--- config.mk ---
export PLATFORM = sky130hd
export DESIGN_NAME = pio_axil_arbiter
export DESIGN_NICKNAME = d
export VERILOG_FILES = /design/src/rtl/pio_arb_pkg.sv /design/src/rtl/pio_arb2.sv /design/src/rtl/pio_axil_arbiter.sv
export SDC_FILE = /design/constraint.sdc
export NUM_CORES = 1
export LEC_CHECK = 0
export CAP_MARGIN = 10
export CORE_AREA = 4 4 180 182
export DETAILED_ROUTE_END_ITERATION = 10
export DIE_AREA = 0 0 184 186
export GPL_TIMING_DRIVEN = 0
export PLACE_DENSITY = 0.48
export SLEW_MARGIN = 40
export SYNTH_ARGS = -nofsm -noshare
export SYNTH_HDL_FRONTEND = slang
export SYNTH_SLANG_ARGS = --single-unit
--- constraint.sdc ---
create_clock -name clk -period 1.1 [get_ports clk]
set_input_delay 0.165 -clock clk [delete_from_list [all_inputs] [get_ports clk]]
set_output_delay 0.165 -clock clk [all_outputs]
set_load 0.05 [all_outputs]
--- src/rtl/pio_arb_pkg.sv ---
// Shared types for the two-manager AXI4-Lite arbiter in front of the PIO control port.
package pio_arb_pkg;

  typedef enum logic {
    IDLE = 1'b0,
    BUSY = 1'b1
  } arb_state_t;

  localparam logic [1:0] GRANT_NONE = 2'b00;
  localparam logic [1:0] GRANT_0    = 2'b01;
  localparam logic [1:0] GRANT_1    = 2'b10;

endpackage

--- src/rtl/pio_arb2.sv ---
// One 2-way arbiter: registered one-hot grant held from request until release.
// Tie-break is round-robin when PIO_ARB_RR_EN is defined, otherwise manager 0 wins.
module pio_arb2
  import pio_arb_pkg::*;
(
  input  logic       clk,
  input  logic       reset_n,
  input  logic [1:0] req,
  input  logic       rel,
  output logic [1:0] grant,
  output arb_state_t state
);

  arb_state_t state_nxt;
  logic [1:0] grant_nxt;
  logic [1:0] pick;

`ifdef PIO_ARB_RR_EN
  // last_q holds the previous owner; on a tie the other manager wins.
  logic last_q;
  logic last_nxt;

  always_ff @(posedge clk or negedge reset_n) begin
    if (!reset_n) last_q <= 1'b0;
    else          last_q <= last_nxt;
  end

  always_comb begin
    last_nxt = last_q;
    if (state == BUSY && rel) last_nxt = grant[1];
    if (req == 2'b11)  pick = last_q ? GRANT_0 : GRANT_1;
    else if (req[0])   pick = GRANT_0;
    else if (req[1])   pick = GRANT_1;
    else               pick = GRANT_NONE;
  end
`else
  always_comb begin
    if (req[0])      pick = GRANT_0;
    else if (req[1]) pick = GRANT_1;
    else             pick = GRANT_NONE;
  end
`endif

  always_ff @(posedge clk or negedge reset_n) begin
    if (!reset_n) begin
      state <= IDLE;
      grant <= GRANT_NONE;
    end else begin
      state <= state_nxt;
      grant <= grant_nxt;
    end
  end

  always_comb begin
    state_nxt = state;
    grant_nxt = grant;
    case (state)
      IDLE: if (|req) begin
        state_nxt = BUSY;
        grant_nxt = pick;
      end
      BUSY: if (rel) begin
        state_nxt = IDLE;
        grant_nxt = GRANT_NONE;
      end
      default: begin
        state_nxt = IDLE;
        grant_nxt = GRANT_NONE;
      end
    endcase
  end

endmodule

--- src/rtl/pio_axil_arbiter.sv ---
// Shares the PIO t_ctrl AXI4-Lite port between two managers; write and read paths arbitrate independently.
// Build option: define PIO_ARB_RR_EN for round-robin tie-breaking (default is fixed priority, manager 0).
module pio_axil_arbiter
  import pio_arb_pkg::*;
#(
  parameter int addrWidth        = 32,
  parameter int dataWidth        = 32,
  parameter int writeStrobeWidth = 4
) (
  input  logic                        clk,
  input  logic                        reset_n,
  input  logic                        t0_ctrl_awvalid,
  input  logic [addrWidth-1:0]        t0_ctrl_awaddr,
  input  logic [2:0]                  t0_ctrl_awprot,
  output logic                        t0_ctrl_awready,
  input  logic                        t0_ctrl_wvalid,
  input  logic [dataWidth-1:0]        t0_ctrl_wdata,
  input  logic [writeStrobeWidth-1:0] t0_ctrl_wstrb,
  output logic                        t0_ctrl_wready,
  output logic                        t0_ctrl_bvalid,
  output logic [1:0]                  t0_ctrl_bresp,
  input  logic                        t0_ctrl_bready,
  input  logic                        t0_ctrl_arvalid,
  input  logic [addrWidth-1:0]        t0_ctrl_araddr,
  input  logic [2:0]                  t0_ctrl_arprot,
  output logic                        t0_ctrl_arready,
  output logic                        t0_ctrl_rvalid,
  output logic [dataWidth-1:0]        t0_ctrl_rdata,
  output logic [1:0]                  t0_ctrl_rresp,
  input  logic                        t0_ctrl_rready,
  input  logic                        t1_ctrl_awvalid,
  input  logic [addrWidth-1:0]        t1_ctrl_awaddr,
  input  logic [2:0]                  t1_ctrl_awprot,
  output logic                        t1_ctrl_awready,
  input  logic                        t1_ctrl_wvalid,
  input  logic [dataWidth-1:0]        t1_ctrl_wdata,
  input  logic [writeStrobeWidth-1:0] t1_ctrl_wstrb,
  output logic                        t1_ctrl_wready,
  output logic                        t1_ctrl_bvalid,
  output logic [1:0]                  t1_ctrl_bresp,
  input  logic                        t1_ctrl_bready,
  input  logic                        t1_ctrl_arvalid,
  input  logic [addrWidth-1:0]        t1_ctrl_araddr,
  input  logic [2:0]                  t1_ctrl_arprot,
  output logic                        t1_ctrl_arready,
  output logic                        t1_ctrl_rvalid,
  output logic [dataWidth-1:0]        t1_ctrl_rdata,
  output logic [1:0]                  t1_ctrl_rresp,
  input  logic                        t1_ctrl_rready,
  output logic                        i_ctrl_awvalid,
  output logic [addrWidth-1:0]        i_ctrl_awaddr,
  output logic [2:0]                  i_ctrl_awprot,
  input  logic                        i_ctrl_awready,
  output logic                        i_ctrl_wvalid,
  output logic [dataWidth-1:0]        i_ctrl_wdata,
  output logic [writeStrobeWidth-1:0] i_ctrl_wstrb,
  input  logic                        i_ctrl_wready,
  input  logic                        i_ctrl_bvalid,
  input  logic [1:0]                  i_ctrl_bresp,
  output logic                        i_ctrl_bready,
  output logic                        i_ctrl_arvalid,
  output logic [addrWidth-1:0]        i_ctrl_araddr,
  output logic [2:0]                  i_ctrl_arprot,
  input  logic                        i_ctrl_arready,
  input  logic                        i_ctrl_rvalid,
  input  logic [dataWidth-1:0]        i_ctrl_rdata,
  input  logic [1:0]                  i_ctrl_rresp,
  output logic                        i_ctrl_rready,
  output logic [1:0]                  wgrant,
  output logic [1:0]                  rgrant,
  output arb_state_t                  wr_state,
  output arb_state_t                  rd_state
);

  // Every channel is valid/ready: a beat moves on the rising edge where both are high,
  // and the source holds valid and payload steady until that edge.
  logic wsel, wbusy, wrel, aw_done, w_done;
  logic rsel, rbusy, rrel, ar_done;

  assign wsel  = wgrant[1];
  assign wbusy = (wr_state == BUSY);
  assign rsel  = rgrant[1];
  assign rbusy = (rd_state == BUSY);

  // Write path; a channel's valid is masked once its beat has been accepted.
  assign i_ctrl_awvalid = wbusy & ~aw_done & (wsel ? t1_ctrl_awvalid : t0_ctrl_awvalid);
  assign i_ctrl_awaddr  = wsel ? t1_ctrl_awaddr : t0_ctrl_awaddr;
  assign i_ctrl_awprot  = wsel ? t1_ctrl_awprot : t0_ctrl_awprot;
  assign i_ctrl_wvalid  = wbusy & ~w_done & (wsel ? t1_ctrl_wvalid : t0_ctrl_wvalid);
  assign i_ctrl_wdata   = wsel ? t1_ctrl_wdata : t0_ctrl_wdata;
  assign i_ctrl_wstrb   = wsel ? t1_ctrl_wstrb : t0_ctrl_wstrb;
  assign i_ctrl_bready  = wbusy & (wsel ? t1_ctrl_bready : t0_ctrl_bready);

  assign t0_ctrl_awready = wgrant[0] & ~aw_done & i_ctrl_awready;
  assign t1_ctrl_awready = wgrant[1] & ~aw_done & i_ctrl_awready;
  assign t0_ctrl_wready  = wgrant[0] & ~w_done & i_ctrl_wready;
  assign t1_ctrl_wready  = wgrant[1] & ~w_done & i_ctrl_wready;
  assign t0_ctrl_bvalid  = wgrant[0] & i_ctrl_bvalid;
  assign t1_ctrl_bvalid  = wgrant[1] & i_ctrl_bvalid;
  assign t0_ctrl_bresp   = wgrant[0] ? i_ctrl_bresp : 2'b00;
  assign t1_ctrl_bresp   = wgrant[1] ? i_ctrl_bresp : 2'b00;

  assign wrel = wbusy & aw_done & w_done & i_ctrl_bvalid & i_ctrl_bready;

  // Read path.
  assign i_ctrl_arvalid = rbusy & ~ar_done & (rsel ? t1_ctrl_arvalid : t0_ctrl_arvalid);
  assign i_ctrl_araddr  = rsel ? t1_ctrl_araddr : t0_ctrl_araddr;
  assign i_ctrl_arprot  = rsel ? t1_ctrl_arprot : t0_ctrl_arprot;
  assign i_ctrl_rready  = rbusy & (rsel ? t1_ctrl_rready : t0_ctrl_rready);

  assign t0_ctrl_arready = rgrant[0] & ~ar_done & i_ctrl_arready;
  assign t1_ctrl_arready = rgrant[1] & ~ar_done & i_ctrl_arready;
  assign t0_ctrl_rvalid  = rgrant[0] & i_ctrl_rvalid;
  assign t1_ctrl_rvalid  = rgrant[1] & i_ctrl_rvalid;
  assign t0_ctrl_rdata   = i_ctrl_rdata;
  assign t1_ctrl_rdata   = i_ctrl_rdata;
  assign t0_ctrl_rresp   = rgrant[0] ? i_ctrl_rresp : 2'b00;
  assign t1_ctrl_rresp   = rgrant[1] ? i_ctrl_rresp : 2'b00;

  assign rrel = rbusy & ar_done & i_ctrl_rvalid & i_ctrl_rready;

  always_ff @(posedge clk or negedge reset_n) begin
    if (!reset_n) begin
      aw_done <= 1'b0;
      w_done  <= 1'b0;
    end else if (wrel) begin
      aw_done <= 1'b0;
      w_done  <= 1'b0;
    end else begin
      if (i_ctrl_awvalid && i_ctrl_awready) aw_done <= 1'b1;
      if (i_ctrl_wvalid && i_ctrl_wready)   w_done  <= 1'b1;
    end
  end

  always_ff @(posedge clk or negedge reset_n) begin
    if (!reset_n)                            ar_done <= 1'b0;
    else if (rrel)                           ar_done <= 1'b0;
    else if (i_ctrl_arvalid && i_ctrl_arready) ar_done <= 1'b1;
  end

  pio_arb2 u_warb (
    .clk     (clk),
    .reset_n (reset_n),
    .req     ({t1_ctrl_awvalid, t0_ctrl_awvalid}),
    .rel     (wrel),
    .grant   (wgrant),
    .state   (wr_state)
  );

  pio_arb2 u_rarb (
    .clk     (clk),
    .reset_n (reset_n),
    .req     ({t1_ctrl_arvalid, t0_ctrl_arvalid}),
    .rel     (rrel),
    .grant   (rgrant),
    .state   (rd_state)
  );

endmodule

# Word-level counts from Yosys, hierarchy flattened
# Cells that the tools add are included.
# Widths: inputs -> output; s select.
# classes
muxes	37
reduce_logical	10
bitwise_logic	36
n_eq_ne	4
# ops
cell	n
$mux 32	3
$and 1x1->1	31
$mux 2	12
$mux 1	15
$pmux 2 s2	2
$mux 3	2
$ne 2x1->1 const B	3
$reduce_bool 2->1	3
$not 1->1	5
$mux 4	1
$pmux 1 s2	2
$reduce_and 2->1	2
$reduce_or 2->1	2
$logic_and 1x1->1	3
$ne 2x2->1 const B	1
# word_totals
register_bits	9

# Longest topological paths before layout
# Gate-level depths: netlist (run 1).
# depth
word_depth	6
depth_mapped	5

# Hierarchy
# Synthesis (run 1) repeated with hierarchy kept, for this count alone.
# unflattened
hier_cells	257
hier_area_um2	2414.8
# modules_own_cells
mod	cells_each	area_each_um2	instances
pio_axil_arbiter	231	2164.6	1
pio_arb2	13	125.1	2

# Least setup slack after synthesis (run 1)
# Ideal clock, no wire load.
# synth_path
kind	reg2out
from	reg u_warb.grant[1]
to	out i_ctrl_bready
t_arrival_ns	1.762
slack_ns	-0.827
stages_incl_launch_ff	5
cell_sequence	dfrtp_1 > buf_6 > buf_6 > mux2i_2 > nor2b_1
# synth_between
elab_chain_len	2
# synth_rtl
item	line	text
from (decl)	pio_arb2.sv:10	output logic [1:0] grant,
from (signal assigned)	pio_arb2.sv:50	grant <= grant_nxt;
$mux 1	pio_axil_arbiter.sv:92	assign i_ctrl_bready = wbusy & (wsel ? t1_ctrl_bready : t0_ctrl_bready);
$and 1x1->1	pio_axil_arbiter.sv:92	
to (decl)	pio_axil_arbiter.sv:60	output logic i_ctrl_bready,
# Every way passes these cells.

# Final worst setup path (run 1)
# layout_path
from	reg u_warb.grant[1]
to	out i_ctrl_wdata[29]
# layout_between
elab_chain_len	1
# layout_rtl
item	line	text
$mux 32	pio_axil_arbiter.sv:90	assign i_ctrl_wdata = wsel ? t1_ctrl_wdata : t0_ctrl_wdata;
to (decl)	pio_axil_arbiter.sv:55	output logic [dataWidth-1:0] i_ctrl_wdata,
# Every way passes these cells.

==> results of run 1 <==
where the power goes:
group | switching (uW) | internal (uW)
clock network | 171 | 486
registers | 209 | 501
logic | 8440 | 6940
total | 8820 | 7930
repair_timing:
action,CTS,global route
gates cloned,4,1
setup buffers,12,5
hold endpoints to repair,0,0
pin swaps,4,3
resized for setup,976,31
setup endpoints to repair,206,143
cell type report:
| cell class | count | area (um2) | area share |
|---|---|---|---|
| repair buffers | 451 | 4510 | 0.568 |
| multi-input cells | 164 | 1900 | 0.239 |
| plain buffers | 79 | 713 | 0.0899 |
| well taps | 396 | 495 | 0.0625 |
| flip-flops and latches | 9 | 236 | 0.0298 |
| clock buffers | 4 | 78.8 | 0.00994 |
| inverters | 1 | 3.75 | 0.000473 |
critical path, cell delays in order (launching register included):
cell and delay [ns]:
dfrtp_2 0.43, buf_12 0.16, buf_12 0.14, buf_12 0.15, mux2_4 0.30, buf_6 0.16
cells by family (layout without fill, tap and decap cells):
logic type / count (synthesis) / count (layout)
buffers and inverters: 80 / 535
AOI/OAI and AO/OA: 8 / 8
DFF: 9 / 9
and+or+nand+nor: 45 / 45
muxes: 111 / 111
state kept, by name, indices dropped and copies added, names as in the netlist:
name,count
aw_done,1
ar_done,1
w_done,1
u_rarb.state,1
u_warb.grant,2
u_rarb.grant,2
u_warb.state,1
metrics by stage:
step / worst slack (ns) / utilization / setup TNS, ns
after floorplan: -0.414 / - / -44.76
after global placement: -1.09 / 0.245 / -128.81
after detailed placement: -1.10 / 0.245 / -129.67
after CTS: -0.689 / 0.256 / -75.83
after global routing: -0.703 / 0.259 / -77.44
final: -0.658 / 0.259 / -70.19
worst max path at each step:
stage / startpoint / slack, ns / to / depth (start not counted)
floorplan: u_warb.grant[1]$_DFFE_PN0P_ / -0.41 / i_ctrl_wdata[20] / 4
global placement: u_warb.grant[1]$_DFFE_PN0P_ / -1.09 / i_ctrl_awaddr[15] / 4
detailed placement: u_warb.grant[1]$_DFFE_PN0P_ / -1.10 / i_ctrl_awaddr[15] / 4
CTS: u_warb.grant[1]$_DFFE_PN0P_ / -0.69 / i_ctrl_wdata[29] / 5
global route: u_warb.grant[1]$_DFFE_PN0P_ / -0.70 / i_ctrl_wdata[27] / 5
finish: u_warb.grant[1]$_DFFE_PN0P_ / -0.66 / i_ctrl_wdata[29] / 5
cell usage after synthesis (2+ instances only):
master and count:
a31oi_1 3, and2_1 12, and3b_1 6, buf_2 11, buf_4 64, buf_6 4, dfrtp_1 9, mux2_2 99
mux2_4 10, nand2_1 5, nand2b_1 3, nand3_1 2, nand4_1 2, nor2_1 9, nor2b_1 3, nor3_1 2
o21ai_0 3
layer usage:
metal  up-vias  wire length [um]  track usage
li1       1729                 -            -
met1      1626              5240       0.0804
met2       268              9630        0.179
met3         4              2090       0.0340
met4         0                32      0.00532
met5         -                 0            0
==> metrics.txt, run 1 <==
run status=finished with violations; failing checks=negative setup slack; placed cell area=between 7000 and 8000 um2; CTS sink cnt=9; Synth Area per Inst=9.51 um2; Mapped Nets=approximately 520; Worst EP required=around 0.94 ns; post-synthesis sequential area ratio=0.0937; DRC viols=0; Tcrit/Tclk final=1.60; Starting Density=0.0786; Crit Path Category=reg -> out; Arr. time, crit path=1.59 ns; final worst setup slack=-0.658 ns; # rows=64; area share of the largest cell type after synthesis=0.464; largest family of logic cells by synthesized area=multiplexers; Detail Placement HPWL=about 15000 um; total power=16700 uW; DR iter-0 viols=22; R2R cell count=5; Synth cell types=23; XOR/XNOR Fraction of Synth Area=0; Relative slew margins=0.654; Post-Layout Inst Area=between 7000 and 8000 um2; Worst R2R Start=u_rarb.grant[1]$_DFFE_PN0P_; Final Slew Violations=0; clock latency on the worst-skew pair=0.24 ns; Synth Register Bits=9; crit end category=output port; Adder-Cell Fraction of Synth Area=0; skew final=0.000188 ns; area grow syn2layout=230%; I/O pin cnt=roughly 460; vias in the first global route=about 3700; R2R Path End=ar_done$_DFFE_PN0P_; Static Leak=between 0.003 and 0.004 uW; Fin Hold WS=0.278 ns; commonest non-fill, non-tap cell in the layout=clkdlybuf4s50_1; share of cells above drive strength 1=0.551; Routed wire per std cell=15.4 um; Final nets=974; final-report hold violation count=0; asr flop ratio synth=1.00; Reg clk slew, reported paths=0.04 ns; CTS tree=done; Ys Warns=0; Fill cells=3298; HP Class=in -> async; Vias=3627; Tmin final=between 1.5 and 2 ns; Post-synth EDFFs=0; global-route wire length before repair=22200 um; CTS H-tree lvls=1; ranking of synthesized cells by area=mux2_2 46%, buf_4 20%, dfrtp_1 9.4%; non-filler cells, final=1104; Core Area=30600 um2; Peak VDD IR=0.876 mV; top cell type by total area after synthesis=mux2_2; # hold bufs at CTS=0; largest net degree at the start of global routing=11; Cells after Synth=253; Die W=184 um; peak fanout along the critical path=10; Clock Path Buffers=2; Synth Area in Compound Gates=0.0208; initial antenna violation count=0; # diodes=0; most frequent cells in the layout=230 x clkdlybuf4s50_1, 94 x buf_4, 75 x buf_6; Placer Congestion=0.704; MaxCap Viol Count=0; Total Routing Usage GR=0.0854; GR Overflow Total=0; PortBufs=around 430; Via density=about 3.3; Pwr Density=about 2100 nW/um2; Antenna Nets Post-Route=0; Root Driver=clkbuf_16; fmax=roughly 570 MHz; fraction of the mapped netlist area in simple logic gates=0.107; Main synth FF type=dfrtp_1; final setup violation count=140; mux share of post-synthesis cell area=0.536; Post-Syn Area=2400 um2; Cells after DPL=1080; RSZ-0062 raised after global routing=true; WL final=17000 um; CP Launch Type=register; Num CTS Buffers=3; Slew @ Worst Pin=0.518 ns; height of the die=186 um; drt pass-1 iters=4; Reg2Reg Setup Slack=-0.23 ns; die area=between 30000 and 40000 um2
No activity file was read; power rests on OpenSTA's default activity.
==> run 2, diff against run 1 <==
Settings changed: CORE_AREA 4 4 180 182 to 4 4 181 183, CTS_CLUSTER_DIAMETER from default to 50, DIE_AREA 0 0 184 186 to 0 0 185 187, PLACE_DENSITY 0.48 to 0.44, SYNTH_HIERARCHICAL from default to 1.
==> run 2 against run 1 <==
  * The flow still finishes with violations (negative setup slack)
  * Global-route usage up 0.78 points
  * Routed wire length up 9.0%
  * Clock-buffer cell count unchanged
  * Via count up 2.8%
  * Flip-flop and latch count unchanged
  * Largest cell class unchanged
==> metrics.txt, run 2 <==
run status=finished with violations; most frequent cells after synthesis=109 x mux2_2, 64 x buf_4, 13 x and2_1; Peak VDD IR=roughly 1.1 mV; fmax=570 MHz; crit path launch=u_warb/grant[1]$_DFFE_PN0P_; Final Slew Violations=0; Clock Path Buffers=2; Num CTS Buffers=3; Arr. time, crit path=1.59 ns; count leader, synth=mux2_2; Worst EP required=0.94 ns; largest net degree at the start of global routing=11; setup TNS=-73.75 ns; commonest non-fill, non-tap cell in the layout=clkdlybuf4s50_1; Ys Warns=6; CTS sink cnt=9; Relative slew margins=0.635; final setup violation count=141; Synth Area per Inst=9.40 um2; Post-synth EDFFs=0; Int Pwr=7750 uW; WL final=approximately 19000 um; area grow syn2layout=262%; crit end category=output port; DRC viols=0; clock latency on the worst-skew pair=0.23 ns; final worst setup slack=-0.653 ns; Tmin final=around 1.8 ns; share of cells above drive strength 1=0.558; HP Class=in -> async; top flop regs=u_rarb/grant: 2 flops, u_warb/grant: 2 flops; Final Util=0.280; GR Overflow Total=0; power share of the clock group=0.042; Placer Congestion=0.691; asr flop ratio synth=1.00; Vias=3728; Reg clk slew, reported paths=0.04 ns; Starting Density=0.0773; ranking of synthesized cells by area=mux2_2 51%, buf_4 20%, dfrtp_1 9.3%; R2R Path End=u_warb/grant[1]$_DFFE_PN0P_; Crit Path Category=reg -> out; skew final=between 0.0003 and 0.0004 ns; Tcrit/Tclk final=1.59; initial antenna violation count=3; Antenna Nets Post-Route=0; Cells after Synth=257; die area=between 30000 and 40000 um2; Main synth FF type=dfrtp_1; CTS tree=done; Static Leak=0.00392 uW; WP buf/inv=4; Root Driver=clkbuf_16; global-route wire length before repair=24600 um; CP peak stage delay=0.43 ns; Flop pwr share=0.046; Synth Register Bits=9; R2R cell count=9; drt pass-1 iters=4; # rows=between 60 and 70; Routed wire per std cell=16.4 um; Detail Placement HPWL=roughly 16000 um; MaxCap Viol Count=0; CP Launch Type=register; Total Routing Usage GR=0.0932; critical path's slowest cell=dfrtp_2; final-report hold violation count=0; Post-Syn Area=2410 um2; Pwr Density=1750 nW/um2; vias in the first global route=3925; Core Area=31200 um2; top cell type by total area after synthesis=mux2_2; Reg2Reg Setup Slack=-0.60 ns; post-synthesis sequential area ratio=0.0933; worst path cell trace=buf_12 > buf_12 > buf_12 > mux2_4 > buf_8; Critical Path Most Common Cell=buf_12; Logic pwr share=0.912; P_sw=7540 uW; Via density=~3.3; Worst R2R Start=u_warb/grant[1]$_DFFE_PN0P_; CTS H-tree lvls=1; Sw Ratio=0.493; failing checks=negative setup slack; Final nets=992; DR iter-0 viols=40; Die W=roughly 190 um; PortBufs=431; CP top delay family=buffers and inverters; peak fanout along the critical path=6; Mapped Nets=522; height of the die=187 um; Synth cell types=27; RSZ-0062 raised after global routing=true; most frequent cells in the layout=229 x clkdlybuf4s50_1, 110 x mux2_4, 108 x buf_6; area share of the largest cell type after synthesis=0.508; I/O pin cnt=464; Slew @ Worst Pin=0.549 ns
-- run 2: cell count changes after synthesis, moves of 3 or more --
cell | previous run | this run
inv_1 | 1 | 4
nand2_1 | 5 | 8
buf_2 | 11 | 5
mux2_2 | 99 | 109
a21oi_1 | 1 | 4
mux2_4 | 10 | 1
and3b_1 | 6 | 2
buf_6 | 4 | 9
-- run 2: cell families after synthesis --
kind of cell / count (synthesis) / synth area share
and+or+nand+nor: 43 / 0.0995
DFF: 9 / 0.0933
muxes: 111 / 0.519
AOI/OAI and AO/OA: 12 / 0.0311
buffers and inverters: 82 / 0.258
-- run 2: metal layers --
layer / share of wire / global-route usage / vias up
met5: 0.0012 / 0 / -
li1: - / - / 1782
met4: 0.00081 / 0.00621 / 4
met3: 0.13 / 0.0375 / 6
met2: 0.56 / 0.194 / 276
met1: 0.31 / 0.0867 / 1660
-- run 2: per-stage QoR --
step                      total power [uW]  instance area (um2)  hold WS (ns)  setup slack [ns]  cells
after floorplan                       8630                 3010        -0.131            -0.709    257
after global placement               12400                 7830         0.520             -1.13   1090
after detailed placement             12400                 7830         0.516             -1.14   1090
after CTS                            14100                 8250         0.268            -0.676   1111
after global routing                 16000                 8750         0.304            -0.687   1129
final                                15300                 8750         0.247            -0.653   1129
-- run 2: worst reg2reg max path: stages (launching register included) --
cell,delay [ns]
dfrtp_2,0.43
buf_12,0.15
buf_4,0.14
mux2_4,0.31
buf_12,0.13
nand3_4,0.08
nor2_4,0.04
and2b_1,0.21
nand2_1,0.06
o31ai_2,0.05
-- run 2: cell type report --
cell class	instances	area (um2)
antenna	1	2.50
buffer	77	741
clock buffer	4	78.8
fill	3300	22500
inverter	4	22.5
multi-input combinational	166	2170
sequential	9	235
tap	402	503
timing repair buffer	466	5000
-- run 2: what timing repair did --
action	CTS	global route
pin swaps	6	6
gates cloned	2	4
resized for setup	1025	91
setup buffers	15	15
hold buffers	0	0
setup endpoints to repair	208	141
-- run 2: power by group through the flow --
stage	clock (uW)	sequential (uW)	combinational, uW
floorplan	0	957	7670
global placement	0	776	11700
detailed placement	0	772	11600
CTS	650	718	12800
global route	672	736	14600
finish	636	705	13900
-- run 2: how the worst max path moves through the flow --
| stage | endpoint | slack, ns | depth (start not counted) |
|---|---|---|---|
| after floorplan | u_rarb/grant[1]$_DFFE_PN0P_ | -0.71 | 7 |
| after global placement | t1_ctrl_awready | -1.13 | 6 |
| after detailed placement | t1_ctrl_awready | -1.14 | 6 |
| after CTS | i_ctrl_wdata[3] | -0.68 | 5 |
| after global routing | i_ctrl_wdata[3] | -0.69 | 5 |
| final | i_ctrl_wdata[3] | -0.65 | 5 |
